<file path="config.mk">
export PLATFORM = sky130hd
export DESIGN_NAME = regs_port_arbiter
export DESIGN_NICKNAME = d
export VERILOG_FILES = /design/src/rtl/regs_port_arbiter.sv
export SDC_FILE = /design/constraint.sdc
export NUM_CORES = 1
export LEC_CHECK = 0
export CAP_MARGIN = 20
export CORE_AREA = 5 5 107 109
export DETAILED_ROUTE_END_ITERATION = 10
export DIE_AREA = 0 0 112 114
export PLACE_DENSITY_LB_ADDON = 0.25
export SLEW_MARGIN = 5
export SYNTH_ARGS = -nofsm -noshare
export SYNTH_HDL_FRONTEND = slang
export SYNTH_SLANG_ARGS = --single-unit
export TNS_END_PERCENT = 5
</file>
<file path="constraint.sdc">
create_clock -name clk -period 2.9 [get_ports clk]
set_clock_uncertainty 0.1 [all_clocks]
set_input_delay 0.58 -clock clk [delete_from_list [all_inputs] [get_ports clk]]
set_output_delay 0.58 -clock clk [all_outputs]
set_load 0.005 [all_outputs]
</file>
<file path="src/rtl/regs_port_arbiter.sv">
// Shares the register file's two read ports and one write port between the decode stage and the debug unit.
// Optional REGS_ZERO_REG_EN: r0 reads as zero and writes to r0 are acknowledged but dropped.
module regs_port_arbiter #(
  parameter int AW        = 5,
  parameter int DW        = 32,
  parameter int WR_STARVE = 8
) (
  input  logic            clk,
  input  logic            rst,
  input  logic [1:0]      rd_req_valid,
  output logic [1:0]      rd_req_ready,
  input  logic [2*AW-1:0] rd_req_addr1,
  input  logic [2*AW-1:0] rd_req_addr2,
  output logic            rsp_valid,
  output logic            rsp_id,
  input  logic            rsp_ready,
  output logic [DW-1:0]   rsp_data1,
  output logic [DW-1:0]   rsp_data2,
  input  logic            wb_valid,
  output logic            wb_ready,
  input  logic [AW-1:0]   wb_addr,
  input  logic [DW-1:0]   wb_data,
  input  logic            dbg_wr_valid,
  output logic            dbg_wr_ready,
  input  logic [AW-1:0]   dbg_wr_addr,
  input  logic [DW-1:0]   dbg_wr_data,
  output logic [AW-1:0]   read_reg1,
  output logic [AW-1:0]   read_reg2,
  output logic            read_en1,
  output logic            read_en2,
  input  logic [DW-1:0]   read_data1_o,
  input  logic [DW-1:0]   read_data2_o,
  output logic [AW-1:0]   write_reg,
  output logic [DW-1:0]   write_data,
  output logic            write_en
);
  typedef enum logic {IDLE, RESP} state_t;

  state_t        state;
  logic          last_grant;
  logic [7:0]    starve_cnt;
  logic          zero1, zero2;
  logic          issue, gnt;
  logic [AW-1:0] addr1_g, addr2_g;
  logic          dbg_pri, dbg_win, wb_win;

  // A new read may only issue when the response slot is empty or being consumed this cycle.
  assign issue   = !rst && (state == IDLE || rsp_ready) && (|rd_req_valid);
  assign gnt     = (&rd_req_valid) ? ~last_grant : rd_req_valid[1];
  assign addr1_g = gnt ? rd_req_addr1[2*AW-1:AW] : rd_req_addr1[AW-1:0];
  assign addr2_g = gnt ? rd_req_addr2[2*AW-1:AW] : rd_req_addr2[AW-1:0];

  assign rd_req_ready = issue ? (gnt ? 2'b10 : 2'b01) : 2'b00;
  assign read_reg1    = issue ? addr1_g : '0;
  assign read_reg2    = issue ? addr2_g : '0;
  assign read_en1     = issue;
  assign read_en2     = issue;

  // With read_en low during a stall the register file holds its outputs, so the response stays stable.
  assign rsp_valid = (state == RESP);
  assign rsp_data1 = (rsp_valid && !zero1) ? read_data1_o : '0;
  assign rsp_data2 = (rsp_valid && !zero2) ? read_data2_o : '0;

  always_ff @(posedge clk) begin
    if (rst) begin
      state      <= IDLE;
      last_grant <= 1'b1;
      rsp_id     <= 1'b0;
    end else if (issue) begin
      state      <= RESP;
      last_grant <= gnt;
      rsp_id     <= gnt;
    end else if (state == RESP && rsp_ready) begin
      state      <= IDLE;
    end
  end

`ifdef REGS_ZERO_REG_EN
  always_ff @(posedge clk) begin
    if (rst) begin
      zero1 <= 1'b0;
      zero2 <= 1'b0;
    end else if (issue) begin
      zero1 <= (addr1_g == '0);
      zero2 <= (addr2_g == '0);
    end
  end
`else
  assign zero1 = 1'b0;
  assign zero2 = 1'b0;
`endif

  // Writeback normally wins; a debug write denied WR_STARVE cycles in a row takes priority once.
  assign dbg_pri = (starve_cnt == 8'(WR_STARVE));
  assign dbg_win = !rst && dbg_wr_valid && (dbg_pri || !wb_valid);
  assign wb_win  = !rst && wb_valid && !dbg_win;

  assign wb_ready     = wb_win;
  assign dbg_wr_ready = dbg_win;
  assign write_reg    = dbg_win ? dbg_wr_addr : (wb_win ? wb_addr : '0);
  assign write_data   = dbg_win ? dbg_wr_data : (wb_win ? wb_data : '0);

`ifdef REGS_ZERO_REG_EN
  assign write_en = (wb_win || dbg_win) && (write_reg != '0);
`else
  assign write_en = wb_win || dbg_win;
`endif

  always_ff @(posedge clk) begin
    if (rst)
      starve_cnt <= '0;
    else if (!dbg_wr_valid || dbg_win)
      starve_cnt <= '0;
    else if (!dbg_pri)
      starve_cnt <= starve_cnt + 8'd1;
  end
endmodule

</file>
Word-level counts from Yosys, hierarchy flattened
Cells that the tools add are included.
{ "word_totals": {"elab_cells": 42, "register_bits": 11, "in_bits": 165, "output_inout_bits": 120} }
{ "op_classes": {"n_eq_ne": 1, "mux": 15, "n_bitwise": 2, "reduce_logical": 19, "n_addsub": 1} }
{ "ops": {"columns": ["operator", "n"], "rows": [
  ["$mux W32", 4],
  ["$mux W5", 6],
  ["$add A8 B1 Y8 const B", 1],
  ["$eq A8 B4 Y1 const B", 1],
  ["$logic_and A1 B1 Y1", 7],
  ["$logic_not A1 Y1", 4],
  ["$logic_or A1 B1 Y1", 4],
  ["$mux W2", 2],
  ["$reduce_or A2 Y1", 2],
  ["$mux W1", 3],
  ["$not A1 Y1", 2],
  ["$reduce_and A2 Y1", 1],
  ["$reduce_bool A2 Y1", 1]
]} }

Depth between registers and ports, before layout
{ "logic_depth": {"depth_word": 7, "depth_mapped": 7, "depth_no_buf": 5} }

Worst setup path before layout
No wires, ideal clock.
{ "synth_path": {"path_type": "flip-flop to output port", "from": "register starve_cnt[0]", "to": "output port write_data[10]", "t_required_ns": 2.220, "setup_slack_ns": 0.450, "path_stages_with_launch": 8, "arrival_time_ns": 1.770, "path_cell_list": "dfxtp_1 > inv_1 > ha_1 > or3b_2 > o311a_1 > buf_6 > buf_6 > a32o_1"} }
{ "synth_between": {"elab_chain_len": 7} }
{ "synth_rtl": {"columns": ["element", "line_no", "rtl"], "rows": [
  ["start: declaration", "41", "logic [7:0] starve_cnt;"],
  ["start signal: assignment", "115", "starve_cnt <= starve_cnt + 8'd1;"],
  ["$eq A8 B4 Y1 *", "94", "assign dbg_pri = (starve_cnt == 8'(WR_STARVE));"],
  ["$logic_or A1 B1 Y1 *", "95", "assign dbg_win = !rst && dbg_wr_valid && (dbg_pri || !wb_valid);"],
  ["$logic_and A1 B1 Y1 *", "95", null],
  ["$logic_not A1 Y1", "96", "assign wb_win = !rst && wb_valid && !dbg_win;"],
  ["$logic_and A1 B1 Y1", "96", null],
  ["$mux W32", "101", "assign write_data = dbg_win ? dbg_wr_data : (wb_win ? wb_data : '0);"],
  ["$mux W32 *", "101", null],
  ["end: declaration", "34", "output logic [DW-1:0] write_data,"]
]} }
Mark *: on every way between the ends. The rest lies on a longest branch, timed or not.

Final worst setup path
{ "layout_path": {"from": "register starve_cnt[4]", "to": "output port write_data[12]"} }
Same word-level chain as after synthesis.

==> flow_summary.yaml <==
status:
  status: "finished clean"
sta:
  worst_slack_ns: 0.0154
  period_share: 0.995
  setup_viol: 0
  max_freq_mhz: 347
  worstMarginPinSlew_ns: 0.612
  finalSetupTns_ns: 0
  rsz0062_at_grt: "true"
  maxSlewViolCount: 0
  hold_ws_ns: 0.385
  finalHoldViolCount: 0
  slew-limit-headroom: 0.590
  period_minus_slack_ns: 2.88
die:
  start_util: 0.149
  dieArea_um2: 12800
  boundaryPins: 285
  core_area_um2: 10500
  row_count: 38
  die_w_um: 112
  die_y_um: 114
place:
  place_worst_setup_slack_ns: -0.174
  dp.cells: 645
  io_buffer_count: 284
  dpl_cell_area_um2: 4680
  dp_hpwl_mm: 9.48
  gp_congestion: 1.00
logic_synthesis:
  synthAdderAreaFrac: 0.0160
  synth_edf_count: 0
  ys_warn_count: 0
  synth_top_family_by_area: "simple AND/OR/NAND/NOR gates"
  syn_area_per_cell_um2: 7.08
  synth_area_um2: 1570
  synth_xor_area_frac: 0.0112
  ys_types: 30
  synth_mux_area_frac: 0
  async_flop_share: 0
  synth-simple-area-share: 0.396
  ys_ff_latch: 11
  synth_compound_area_frac: 0.338
  netlist_instances: 221
  syn_nets: 388
  ys.flop_type: "dfxtp_1"
  ys_seq_area_frac: 0.141
global_routing:
  grt_pass1_wl_mm: 16.0
  grt_use_total: 0.159
  met2_usage: 0.303
  antenna_found_initial: 0
  grt.overflow.total: 0
  grt_max_degree: 66
  grt_util_met3: 0.0334
  grt_busiest_layer: "met2"
  use_met1: 0.183
  first_global_vias: 2722
cells_and_area:
  nets: 677
  most-common-layout-cells: "231 x clkdlybuf4s50_1, 65 x and2_1, 36 x a32o_1"
  finalNonFillerCells: 649
  nFillCells: 1065
  drive_above_1_share: 0.0727
  area_growth_pct: 204
  antenna_cells_inserted: 0
  final_util: 0.452
  final_area_um2: 4750
  mostFrequentLayoutCell: "clkdlybuf4s50_1"
power:
  p_leak_nw: 2.04
  combPwrFrac: 0.651
  p_int_mw: 0.660
  p_seq_frac: 0.173
  switching_share: 0.272
  power_frac_clock: 0.175
  vdd_drop_max_mv: 0.115
  power_mw: 0.906
  switchingPower_mw: 0.246
  powerDensity_nw_per_um2: 191
detailed_routing:
  wl_per_cell_um: 17.5
  routed_wl_mm: 11.3
  postRouteAntennaNets: 0
  dr.pass1.iters: 5
  num_vias: 2864
  remaining_drc_errors: 0
  drtIter0Drc: 192
  viasPerCell: 4.41
critical_path:
  crit_type: "reg -> out"
  startpoint_type: "flip-flop"
  crit_path_end_kind: "output port"
  crit_path_top_delay_cell: "or4b_4"
  critPathRequiredTime_ns: 2.22
  arrival_ns: 2.20
  critPathMaxFanout: 28
  crit_chain: "or4b_4 -> o311a_4 -> buf_12 -> a32o_2 -> dlygate4sd2_1"
  slowest_delay_ns: 0.58
clock_tree:
  cts_tree: "built"
  path_clk_slew_ns: 0.05
  cts-root-buf: "clkbuf_8"
  cts-hold-fix-buffers: 0
  htreeDepth: 1
  numCtsBuffers: 3
  cts.sinks: 11
  cts_buffer_depth: 2
  clk_latency_ns: 0.24
worst_hold_path:
  worstHoldPathType: "reg -> reg"
run:
  maxCapViolCount: 0
-- worst max-delay path, delay by kind of cell, from the launching register on --
kind / cells / cell delay [ns]
AND/OR/NAND/NOR: 1 / 0.58
flip-flops: 1 / 0.31
buffers and inverters: 2 / 0.43
AO/OA/AOI/OAI: 2 / 0.63
-- area by class of cell --
cell class	count	area [µm²]	area share
sequential	11	220	0.0464
tap	140	175	0.0369
timing repair buffer	307	3050	0.641
inverter	9	33.8	0.00711
clock buffer	4	45.0	0.00948
multi-input combinational	178	1230	0.259
-- sequential cells by signal (all words and copies together) (netlist names) --
| name | cells |
|---|---|
| rsp_valid | 1 |
| rsp_id | 1 |
| last_grant | 1 |
| starve_cnt | 8 |
-- logic make-up (layout without fill, tap and decap cells) --
group	count (synthesis)	count (layout)
AOI/OAI and AO/OA	63	63
xor gates and xnor gates	2	2
adders and majority gates	2	2
buffers and inverters	32	320
DFF	11	11
and+or+nand+nor	111	111
-- cell usage after synthesis, drive strengths merged (2+ instances only) --
cell	number	area, µm²
nand3	4	20.0
inv	9	33.8
o21ai	4	20.0
xor2	2	17.5
dfxtp	11	220
ha	2	25.0
nor2	9	33.8
clkbuf	14	52.6
and2	65	407
buf	9	66.3
nand2	22	82.6
or3	4	25.0
a21oi	14	70.1
nor2b	2	12.5
a32o	37	370
-- worst paths after layout --
kind                                   start                          to  slack, ns  depth (start not counted)
hold / removal       last_grant$_SDFFE_PP1P_     last_grant$_SDFFE_PP1P_       0.38                          1
hold reg to reg      last_grant$_SDFFE_PP1P_     last_grant$_SDFFE_PP1P_       0.38                          1
setup reg to reg  starve_cnt[0]$_SDFFE_PP0N_  starve_cnt[4]$_SDFFE_PP0N_       1.11                          5
setup / recovery  starve_cnt[4]$_SDFFE_PP0N_              write_data[12]       0.02                          5
-- layer usage --
layer  part of all wire  wire length [µm]
met4              0.014               159
met1               0.38              4350
met5                  0                 0
met2               0.53              5960
met3              0.076               865
-- power by group through the flow --
| stage | logic [mW] | registers [mW] | clock network [mW] |
|---|---|---|---|
| finish | 0.590 | 0.157 | 0.159 |
| global placement | 0.609 | 0.160 | 0 |
| detailed placement | 0.611 | 0.160 | 0 |
| global route | 0.627 | 0.157 | 0.165 |
| CTS | 0.595 | 0.157 | 0.164 |
| floorplan | 0.151 | 0.160 | 0 |
-- repair_timing --
action | in CTS | in global routing
resized for setup | 50 | 22
endpoints found under the setup margin | 53 | 32
pin swaps | 1 | 1
buffers inserted | 0 | 0
(Power assumes the default switching activity.)
